$ cat config.mk
export PLATFORM = sky130hd
export DESIGN_NAME = cnn_job_arbiter_flat
export DESIGN_NICKNAME = d
export VERILOG_FILES = /design/src/rtl/cnn_job_arbiter_if.sv /design/src/rtl/cnn_job_arbiter.sv /design/src/flat_wrapper.sv
export SDC_FILE = /design/constraint.sdc
export NUM_CORES = 1
export LEC_CHECK = 0
export BUFFER_PORTS_ARGS = -buffer_cell sky130_fd_sc_hd__clkbuf_2
export CORE_ASPECT_RATIO = 1.1
export CORE_UTILIZATION = 35
export CTS_BUF_LIST = sky130_fd_sc_hd__clkbuf_8
export DETAILED_ROUTE_END_ITERATION = 10
export HOLD_SLACK_MARGIN = 0.03
export MAX_ROUTING_LAYER = met4
export PLACE_DENSITY_LB_ADDON = 0.15
export SYNTH_ARGS = -nofsm -noshare
export SYNTH_HDL_FRONTEND = slang
export SYNTH_SLANG_ARGS = --single-unit
$ cat constraint.sdc
create_clock -name clk -period 3.22 [get_ports clk]
set_clock_uncertainty 0.1 [all_clocks]
set_input_delay 0.483 -clock clk [delete_from_list [all_inputs] [get_ports clk]]
set_output_delay 0.483 -clock clk [all_outputs]
set_load 0.005 [all_outputs]
$ cat src/rtl/cnn_job_arbiter_if.sv
// ============================================================================
// Module   : cnn_job_arbiter_if
// Brief    : Requester, engine and result signals shared by cnn_job_arbiter.
// Revision : 1.0 - initial release
// ============================================================================
`default_nettype none

interface cnn_job_arbiter_if #(
  parameter int NUM_REQ = 4,
  parameter int IDX_W   = $clog2(NUM_REQ),
  parameter int LAT_W   = 24
);
  logic [NUM_REQ-1:0] req;
  logic [NUM_REQ-1:0] gnt;
  logic [IDX_W-1:0]   eng_sel;
  logic               eng_start;
  logic               eng_done;
  logic               eng_result;
  logic               eng_abort;
  logic               res_valid;
  logic [IDX_W-1:0]   res_id;
  logic               res_data;
  logic               res_err;
  logic [LAT_W-1:0]   res_latency;
  logic               busy;
  logic [15:0]        job_count;

  modport master (
    input  req, eng_done, eng_result,
    output gnt, eng_sel, eng_start, eng_abort,
    output res_valid, res_id, res_data, res_err, res_latency, busy, job_count
  );

  modport slave (
    output req, eng_done, eng_result,
    input  gnt, eng_sel, eng_start, eng_abort,
    input  res_valid, res_id, res_data, res_err, res_latency, busy, job_count
  );
endinterface

`default_nettype wire

$ cat src/rtl/cnn_job_arbiter.sv
// ============================================================================
// Module   : cnn_job_arbiter
// Brief    : Round-robin scheduler sharing one CNN engine among NUM_REQ
//            requesters; optional RUN watchdog under CNN_ARB_WATCHDOG_EN.
// Revision : 1.0 - initial release
// ============================================================================
`default_nettype none

module cnn_job_arbiter #(
  parameter int NUM_REQ        = 4,
  parameter int IDX_W          = $clog2(NUM_REQ),
  parameter int LAT_W          = 24,
  parameter int TIMEOUT_CYCLES = 200000
) (
  input  logic              clk,
  input  logic              rst_n,
  cnn_job_arbiter_if.master bus
);

  localparam logic [1:0] c_ST_IDLE  = 2'd0;
  localparam logic [1:0] c_ST_GRANT = 2'd1;
  localparam logic [1:0] c_ST_RUN   = 2'd2;
  localparam logic [1:0] c_ST_DRAIN = 2'd3;

  localparam logic [IDX_W-1:0]   c_LAST_IDX = IDX_W'(NUM_REQ - 1);
  localparam logic [IDX_W:0]     c_NUM_REQ  = (IDX_W + 1)'(NUM_REQ);
  localparam logic [NUM_REQ-1:0] c_GNT_ONE  = NUM_REQ'(1);
  localparam logic [LAT_W-1:0]   c_LAT_MAX  = '1;
  localparam logic [LAT_W-1:0]   c_LAT_ONE  = LAT_W'(1);

  generate
    if (NUM_REQ < 2 || NUM_REQ > 16 || TIMEOUT_CYCLES < 2) begin : g_param_check
      $error("cnn_job_arbiter: parameter out of range");
    end
  endgenerate

  logic [1:0]         r_state;
  logic [IDX_W-1:0]   r_rr_ptr;
  logic [IDX_W-1:0]   r_sel;
  logic [NUM_REQ-1:0] r_gnt;
  logic               r_start;
  logic [LAT_W-1:0]   r_lat;
  logic               r_cap_data;
  logic               r_res_valid;
  logic [IDX_W-1:0]   r_res_id;
  logic               r_res_data;
  logic [LAT_W-1:0]   r_res_lat;
  logic [15:0]        r_job_cnt;

  logic               w_pick_found;
  logic [IDX_W-1:0]   w_pick_idx;
  logic [IDX_W:0]     w_cand;

  // Rotating priority: the lowest offset from r_rr_ptr with req set wins.
  always_comb begin
    w_pick_found = 1'b0;
    w_pick_idx   = '0;
    w_cand       = '0;
    for (int i = 0; i < NUM_REQ; i++) begin
      w_cand = {1'b0, r_rr_ptr} + (IDX_W + 1)'(i);
      if (w_cand >= c_NUM_REQ) begin
        w_cand = w_cand - c_NUM_REQ;
      end
      if (!w_pick_found && bus.req[w_cand[IDX_W-1:0]]) begin
        w_pick_found = 1'b1;
        w_pick_idx   = w_cand[IDX_W-1:0];
      end
    end
  end

`ifdef CNN_ARB_WATCHDOG_EN
  localparam logic [LAT_W-1:0] c_TIMEOUT_LAST = LAT_W'(TIMEOUT_CYCLES - 1);
  logic r_abort;
  logic r_cap_err;
  logic r_res_err;
`endif

  always_ff @(posedge clk) begin
    if (!rst_n) begin
      r_state     <= c_ST_IDLE;
      r_rr_ptr    <= '0;
      r_sel       <= '0;
      r_gnt       <= '0;
      r_start     <= 1'b0;
      r_lat       <= '0;
      r_cap_data  <= 1'b0;
      r_res_valid <= 1'b0;
      r_res_id    <= '0;
      r_res_data  <= 1'b0;
      r_res_lat   <= '0;
      r_job_cnt   <= '0;
`ifdef CNN_ARB_WATCHDOG_EN
      r_abort     <= 1'b0;
      r_cap_err   <= 1'b0;
      r_res_err   <= 1'b0;
`endif
    end else begin
      r_res_valid <= 1'b0;
`ifdef CNN_ARB_WATCHDOG_EN
      r_abort     <= 1'b0;
`endif
      case (r_state)
        c_ST_IDLE: begin
          // Holding off while res_valid is high guarantees a visible idle gap.
          if (w_pick_found && !r_res_valid) begin
            r_sel   <= w_pick_idx;
            r_gnt   <= c_GNT_ONE << w_pick_idx;
            r_state <= c_ST_GRANT;
          end
        end
        c_ST_GRANT: begin
          r_start    <= 1'b1;
          r_lat      <= '0;
          r_cap_data <= 1'b0;
`ifdef CNN_ARB_WATCHDOG_EN
          r_cap_err  <= 1'b0;
`endif
          r_state    <= c_ST_RUN;
        end
        c_ST_RUN: begin
          if (bus.eng_done) begin
            r_cap_data <= bus.eng_result;
            r_start    <= 1'b0;
            r_state    <= c_ST_DRAIN;
          end
`ifdef CNN_ARB_WATCHDOG_EN
          else if (r_lat == c_TIMEOUT_LAST) begin
            r_start    <= 1'b0;
            r_abort    <= 1'b1;
            r_cap_err  <= 1'b1;
            r_cap_data <= 1'b0;
            r_state    <= c_ST_DRAIN;
          end
`endif
          else if (r_lat != c_LAT_MAX) begin
            r_lat <= r_lat + c_LAT_ONE;
          end
        end
        c_ST_DRAIN: begin
          // The engine only returns to idle once start is low and done falls.
          if (!bus.eng_done) begin
            r_res_valid <= 1'b1;
            r_res_id    <= r_sel;
            r_res_data  <= r_cap_data;
            r_res_lat   <= r_lat;
`ifdef CNN_ARB_WATCHDOG_EN
            r_res_err   <= r_cap_err;
`endif
            r_gnt       <= '0;
            r_job_cnt   <= r_job_cnt + 16'd1;
            r_rr_ptr    <= (r_sel == c_LAST_IDX) ? '0 : r_sel + 1'b1;
            r_state     <= c_ST_IDLE;
          end
        end
        default: r_state <= c_ST_IDLE;
      endcase
    end
  end

  assign bus.gnt         = r_gnt;
  assign bus.eng_sel     = r_sel;
  assign bus.eng_start   = r_start;
  assign bus.res_valid   = r_res_valid;
  assign bus.res_id      = r_res_id;
  assign bus.res_data    = r_res_data;
  assign bus.res_latency = r_res_lat;
  assign bus.busy        = (r_state != c_ST_IDLE);
  assign bus.job_count   = r_job_cnt;
`ifdef CNN_ARB_WATCHDOG_EN
  assign bus.eng_abort   = r_abort;
  assign bus.res_err     = r_res_err;
`else
  assign bus.eng_abort   = 1'b0;
  assign bus.res_err     = 1'b0;
`endif

endmodule

`default_nettype wire

$ cat src/flat_wrapper.sv
// flat-port wrapper written by rule: the top's interface ports become plain ports
module cnn_job_arbiter_flat 
#(
  parameter int NUM_REQ        = 4,
  parameter int IDX_W          = $clog2(NUM_REQ),
  parameter int LAT_W          = 24,
  parameter int TIMEOUT_CYCLES = 200000
)
  (clk, rst_n, bus_req, bus_eng_done, bus_eng_result, bus_gnt, bus_eng_sel, bus_eng_start, bus_eng_abort, bus_res_valid, bus_res_id, bus_res_data, bus_res_err, bus_res_latency, bus_busy, bus_job_count);
  cnn_job_arbiter_if #(.NUM_REQ(NUM_REQ), .IDX_W(IDX_W), .LAT_W(LAT_W)) bus_i ();
  input  logic clk;
  input  logic rst_n;
  input wire logic [$bits(bus_i.req)-1:0] bus_req;
  input wire logic [$bits(bus_i.eng_done)-1:0] bus_eng_done;
  input wire logic [$bits(bus_i.eng_result)-1:0] bus_eng_result;
  output wire logic [$bits(bus_i.gnt)-1:0] bus_gnt;
  output wire logic [$bits(bus_i.eng_sel)-1:0] bus_eng_sel;
  output wire logic [$bits(bus_i.eng_start)-1:0] bus_eng_start;
  output wire logic [$bits(bus_i.eng_abort)-1:0] bus_eng_abort;
  output wire logic [$bits(bus_i.res_valid)-1:0] bus_res_valid;
  output wire logic [$bits(bus_i.res_id)-1:0] bus_res_id;
  output wire logic [$bits(bus_i.res_data)-1:0] bus_res_data;
  output wire logic [$bits(bus_i.res_err)-1:0] bus_res_err;
  output wire logic [$bits(bus_i.res_latency)-1:0] bus_res_latency;
  output wire logic [$bits(bus_i.busy)-1:0] bus_busy;
  output wire logic [$bits(bus_i.job_count)-1:0] bus_job_count;
  assign bus_i.req = bus_req;
  assign bus_i.eng_done = bus_eng_done;
  assign bus_i.eng_result = bus_eng_result;
  assign bus_gnt = bus_i.gnt;
  assign bus_eng_sel = bus_i.eng_sel;
  assign bus_eng_start = bus_i.eng_start;
  assign bus_eng_abort = bus_i.eng_abort;
  assign bus_res_valid = bus_i.res_valid;
  assign bus_res_id = bus_i.res_id;
  assign bus_res_data = bus_i.res_data;
  assign bus_res_err = bus_i.res_err;
  assign bus_res_latency = bus_i.res_latency;
  assign bus_busy = bus_i.busy;
  assign bus_job_count = bus_i.job_count;
  cnn_job_arbiter #(.NUM_REQ(NUM_REQ), .IDX_W(IDX_W), .LAT_W(LAT_W), .TIMEOUT_CYCLES(TIMEOUT_CYCLES)) u_core (.clk(clk), .rst_n(rst_n), .bus(bus_i));
endmodule
Yosys cells after proc, flatten, opt, wreduce, memory -nomap -nowiden

Index checks and enable logic that the tools add are counted.
Widths: inputs -> output; s select.

Register bits: 80
Latch bits: 0
Memory bits (writable): 0
ROM bits: 0
Bits of input ports: 8
Output and inout bits: 54
Word-level logic and storage cells: 97
Memories: 0

Add/subtract/negate cells: 10
$mul: 0
Div/mod/pow operators: 0
$lt $le $gt $ge: 8
Eq/ne operators: 10
Shift operators: 1
Mux-type cells: 36
Bitwise logic cells: 1
Reduce and logical (&&, ||, !) cells: 19

Operator list:

| operator              | count |
|---|---|
| $mux 24               | 2 |
| $pmux 24 s2           | 1 |
| $add 24x1->24 const B | 1 |
| $mux 2                | 12 |
| $ne 24x24->1 const B  | 1 |
| $add 16x1->16 const B | 1 |
| $lt 2x3->1 const B    | 4 |
| $mux 1                | 11 |
| $ge 3x3->1 const B    | 3 |
| $reduce_and 3->1      | 3 |
| $bmux 1 s2            | 4 |
| $mux 4                | 2 |
| $pmux 2 s4            | 1 |
| $pmux 4 s2            | 1 |
| $reduce_and 2->1      | 4 |
| $sub 2x1->2 const B   | 4 |
| $add 2x2->3 const B   | 2 |
| $eq 2x2->1 const B    | 3 |
| $ne 2x2->1 const B    | 3 |
| $reduce_bool 2->1     | 3 |
| $logic_and 1x1->1     | 4 |
| $logic_not 1->1       | 4 |
| $ne 2x1->1 const B    | 2 |
| $pmux 1 s2            | 2 |
| 7 further kinds       | 7 |

Logic depth before layout (Yosys ltp)

Depth in word-level cells: 17
Gate-level depth with buffers: 8
Gate-level depth less buffers: 7

Worst setup path before layout

OpenSTA, ideal clock, no wires.

Path type: register -> register
Start: register u_core.r_state[1]
End: register u_core.r_lat[9]
Library setup time: 0.116 ns
Arrival time: 1.808 ns
Required time: 3.004 ns
Slack: 1.196 ns
Cell stages (with the launch flop): 8
Buffers on the path: 0
Period minus slack after synthesis: 2.024 ns
Cell sequence: dfxtp_1 -> inv_1 -> ha_1 -> a21boi_4 -> nand3_2 -> a31oi_2 -> a31oi_1 -> a41o_1

Cells in the longest elaborated chain, start to end: 3
Elaborated cells on any way between the ends: 7
Those cells by class: eq/ne: 4; mux: 1; reduce/logical: 2

Ends and longest elaborated chain:

| item                                                | line                   | source |
|---|---|---|
| from (decl)                                         | cnn_job_arbiter.sv:37  | `logic [1:0] r_state;` |
| from (signal assigned)                              | cnn_job_arbiter.sv:80  | `r_state <= c_ST_IDLE;` |
| from (signal assigned)                              | cnn_job_arbiter.sv:108 | `r_state <= c_ST_GRANT;` |
| from (signal assigned)                              | cnn_job_arbiter.sv:118 | `r_state <= c_ST_RUN;` |
| $eq 2x2->1 / $eq 2x1->1 (equally long branches)     | cnn_job_arbiter.sv:102 | `case (r_state)` |
| $ne 2x1->1 (no source line) (tied with other cells) | --                     |  |
| $reduce_and 3->1 (no source line)                   | --                     |  |
| to (signal assigned)                                | cnn_job_arbiter.sv:136 | `r_lat <= r_lat + c_LAT_ONE;` |
| to (decl)                                           | cnn_job_arbiter.sv:42  | `logic [LAT_W-1:0] r_lat;` |

Several ways; a longest one is shown, not always the timed one.
A chain may end at the register's enable or synchronous reset.

Worst setup path after layout

Ends and elaborated chain as after synthesis.

==> metrics.txt <==
Die Wd=98.83 µm; CTS H-tree depth=3; Tmin final=2.294 ns; P&R area growth vs syn=16.64%; CTS Buf Count=9; number of synthesized register bits=80; Slew Limit Fails=0; Synth Warn #=0; number of buffers inserted by hold repair at cts=0; share of Yosys cell area claimed by the top area cell type=44.37%; Netlist cell types=57; Net count, final=494; kind of critical path=reg2reg; number of flops mapped to enable cells by yosys=0; cells after synthesis=426; DRC Markers=0; CP arrival=2.44 ns; Worst Path Required=3.37 ns; port bufs=59; number of cell rows=38; wire length per cell=13.74 µm; maximum number of pins on one net before global-route repair=40; R2R Setup Slk=0.93 ns; Max-slew headroom=58.14%; vias in the first global route=2777; Seq/Total Area, Yosys=44.37%; maximum VDD drop=0.1892 mV; Clock transition at path regs=0.08 ns; Cells after DPL=588; final setup TNS=0 ns; fillers=998; Detailed Routing Iterations Pass 1=5; Reg2Reg Launch Point=u_core.r_state[1]; first-pass GRT wire length=13690 µm; Avg Cell Area, Syn=8.474 µm²; total power=2348 µW; CTS max path bufs=2; Cell Count, Final, Fillers Out=604; num ports=62; crit-path max FO=7; via count=3105; CTS root buffer=clkbuf_8; Worst Setup EP=u_core.r_lat[9]; final WL=8296 µm; Max Freq=436.0 MHz; Hold Fails Final Rpt=0; GPL Wtd Cong=0.7871; CTS tree=built; cell area after synthesis=0.003610 mm²; die area=0.01072 mm²; Tightest Pin Transition=0.6272 ns; antenna violations before repair=0; # diodes=0; Area contributors post-synth=dfxtp_1 (44%), nand2_1 (8.8%), a21oi_1 (6.4%), nor2_1 (3.6%), xnor2_1 (3.6%); Setup Fix Bufs, Post-CTS=0; Via density=5.141; final worst setup slack=0.9262 ns; unrepaired setup endpoints after global routing=false; max_cap viols=0; ys flop type=dfxtp_1; post-CTS sizing=0; LEAKAGE=0.001563 µW; insertion delay to the later sink of the worst-skew pair=0.36 ns; Clock Sinks=80; Synth area leader=dfxtp_1; Async SR Flop Fraction=0%; Final ANT Viol Nets=0; status=complete, no violations; Reg-to-Reg End=u_core.r_lat[9]; core area=0.009937 mm²; Worst Hold Class=in2reg; GRT Overall Usage=16.84%; starting density of the core=36.33%; initial drt markers=138; count of final setup violators=0; fin crit share=71.24%; Crit. End Element=register; detailed placement HPWL=5849 µm; final core utilization=42.37%; die height=108.5 µm; worst slack, placed=0.9536 ns; power per cell area=557.7 mW/mm²; CP Launch Type=register; gr ovfl total=0; critical path startpoint=u_core.r_state[1]; cell depth of the worst flop-to-flop path=7; fraction of layout instances using a drive strength above 1=20.25%
## worst max-delay path, cell delays in order (launching register included)
cell      delay, ns
dfxtp_1        0.39
inv_1          0.09
ha_1           0.36
a21boi_4       0.29
nand3_2        0.23
a31oi_2        0.39
a31oi_1        0.13
a41o_1         0.21
## power breakdown
part	total (µW)	internal (µW)	switching, µW
Clock	825	454	372
Sequential	1050	1020	30.0
Combinational	469	163	306
## worst min path at each step
stage	from	to	slack, ns	cells after the start
final	bus_eng_result	u_core.r_cap_data	0.32	3
after global routing	rst_n	u_core.r_lat[1]	0.37	3
after CTS	bus_eng_result	u_core.r_cap_data	0.30	3
after detailed placement	u_core.bus.gnt[0]	u_core.bus.gnt[0]	0.34	2
after global placement	u_core.bus.gnt[2]	u_core.bus.gnt[2]	0.33	2
after floorplan	u_core.r_cap_data	u_core.bus.res_data	0.33	2
## flip-flops by register name, summed over array words and instances (netlist names)
register,cells
u_core.bus.res_id,2
u_core.bus.job_count,16
u_core.r_rr_ptr,2
u_core.bus.eng_sel,2
u_core.r_cap_data,1
u_core.r_lat,24
u_core.bus.eng_start,1
u_core.bus.res_latency,24
u_core.bus.res_data,1
u_core.bus.gnt,4
u_core.r_state,2
u_core.bus.res_valid,1
## cell type report
cell class | instances | area [µm²] | share of cell area [%]
Inverter | 9 | 33.78 | 0.8024
Timing Repair Buffer | 64 | 332.8 | 7.905
Clock buffer | 10 | 137.6 | 3.269
Tap cell | 120 | 150.1 | 3.566
Sequential cell | 80 | 1602 | 38.04
Clock inverter | 6 | 83.83 | 1.991
Multi-Input combinational cell | 315 | 1871 | 44.43
## per-layer routing
metal | vias to the layer above | part of all wire, % | global-route usage (%)
met5 | - | 0 | -
met4 | 0 | 1.6 | 8.316
met3 | 9 | 3.7 | 2.780
met2 | 53 | 47 | 26.97
met1 | 1456 | 48 | 20.62
li1 | 1587 | - | -
## logic make-up after synthesis
group           Yosys count  synth area share, %
compound gates           90                16.64
xor+xnor                 21                5.095
fa+ha+maj                 7                2.426
buf+inv                  32                3.986
flops                    80                44.37
mux                       6                1.664
other cells               1               0.1039
simple gates            189                25.72
## cell usage after synthesis, types with 2 or more instances
| library cell | instances |
|---|---|
| o41ai_1 | 2 |
| and3_1 | 5 |
| mux2i_1 | 6 |
| nand4_1 | 6 |
| nand3_1 | 17 |
| ha_1 | 7 |
| nor4_1 | 3 |
| a2111oi_2 | 4 |
| clkbuf_1 | 16 |
| o21ai_0 | 8 |
| xnor2_1 | 15 |
| o21ai_1 | 4 |
| inv_1 | 9 |
| nor2_1 | 35 |
| nand2_1 | 85 |
| and4_1 | 2 |
| a21oi_1 | 46 |
| buf_4 | 4 |
| a31oi_1 | 3 |
| or3_4 | 2 |
| dfxtp_1 | 80 |
| a21o_1 | 3 |
| nand2b_1 | 6 |
| and2_1 | 2 |
| or3_1 | 6 |
| a211oi_1 | 3 |
| xor2_1 | 6 |
| a22o_1 | 2 |
| o31ai_1 | 2 |
| nand3_2 | 2 |
| nor3_1 | 8 |
| and4_4 | 2 |
## cells in the final DEF (no fill, tap or decap), types with 3 or more instances in the layout
cell type / count
a21o_1: 3
clkbuf_8: 10
inv_1: 10
nand4_1: 6
nand2_1: 85
nor4_1: 3
xnor2_1: 15
o21ai_0: 8
ha_1: 7
dfxtp_1: 80
o21ai_1: 4
clkbuf_2: 59
buf_4: 5
mux2i_1: 6
nor2_1: 35
a211oi_1: 3
xor2_1: 6
nand3_1: 17
a21oi_1: 46
a31oi_1: 3
a2111oi_2: 4
and3_1: 5
nor3_1: 8
or3_1: 6
nand2b_1: 6
## metrics by stage
step / instance area (µm²) / hold WS [ns]
global placement: 3989 / 0.3339
CTS: 4210 / 0.2961
finish: 4210 / 0.3239
global route: 4210 / 0.3662
floorplan: 3613 / 0.3315
detailed placement: 3989 / 0.3408
Note: power is estimated with default switching activity, not from simulation.
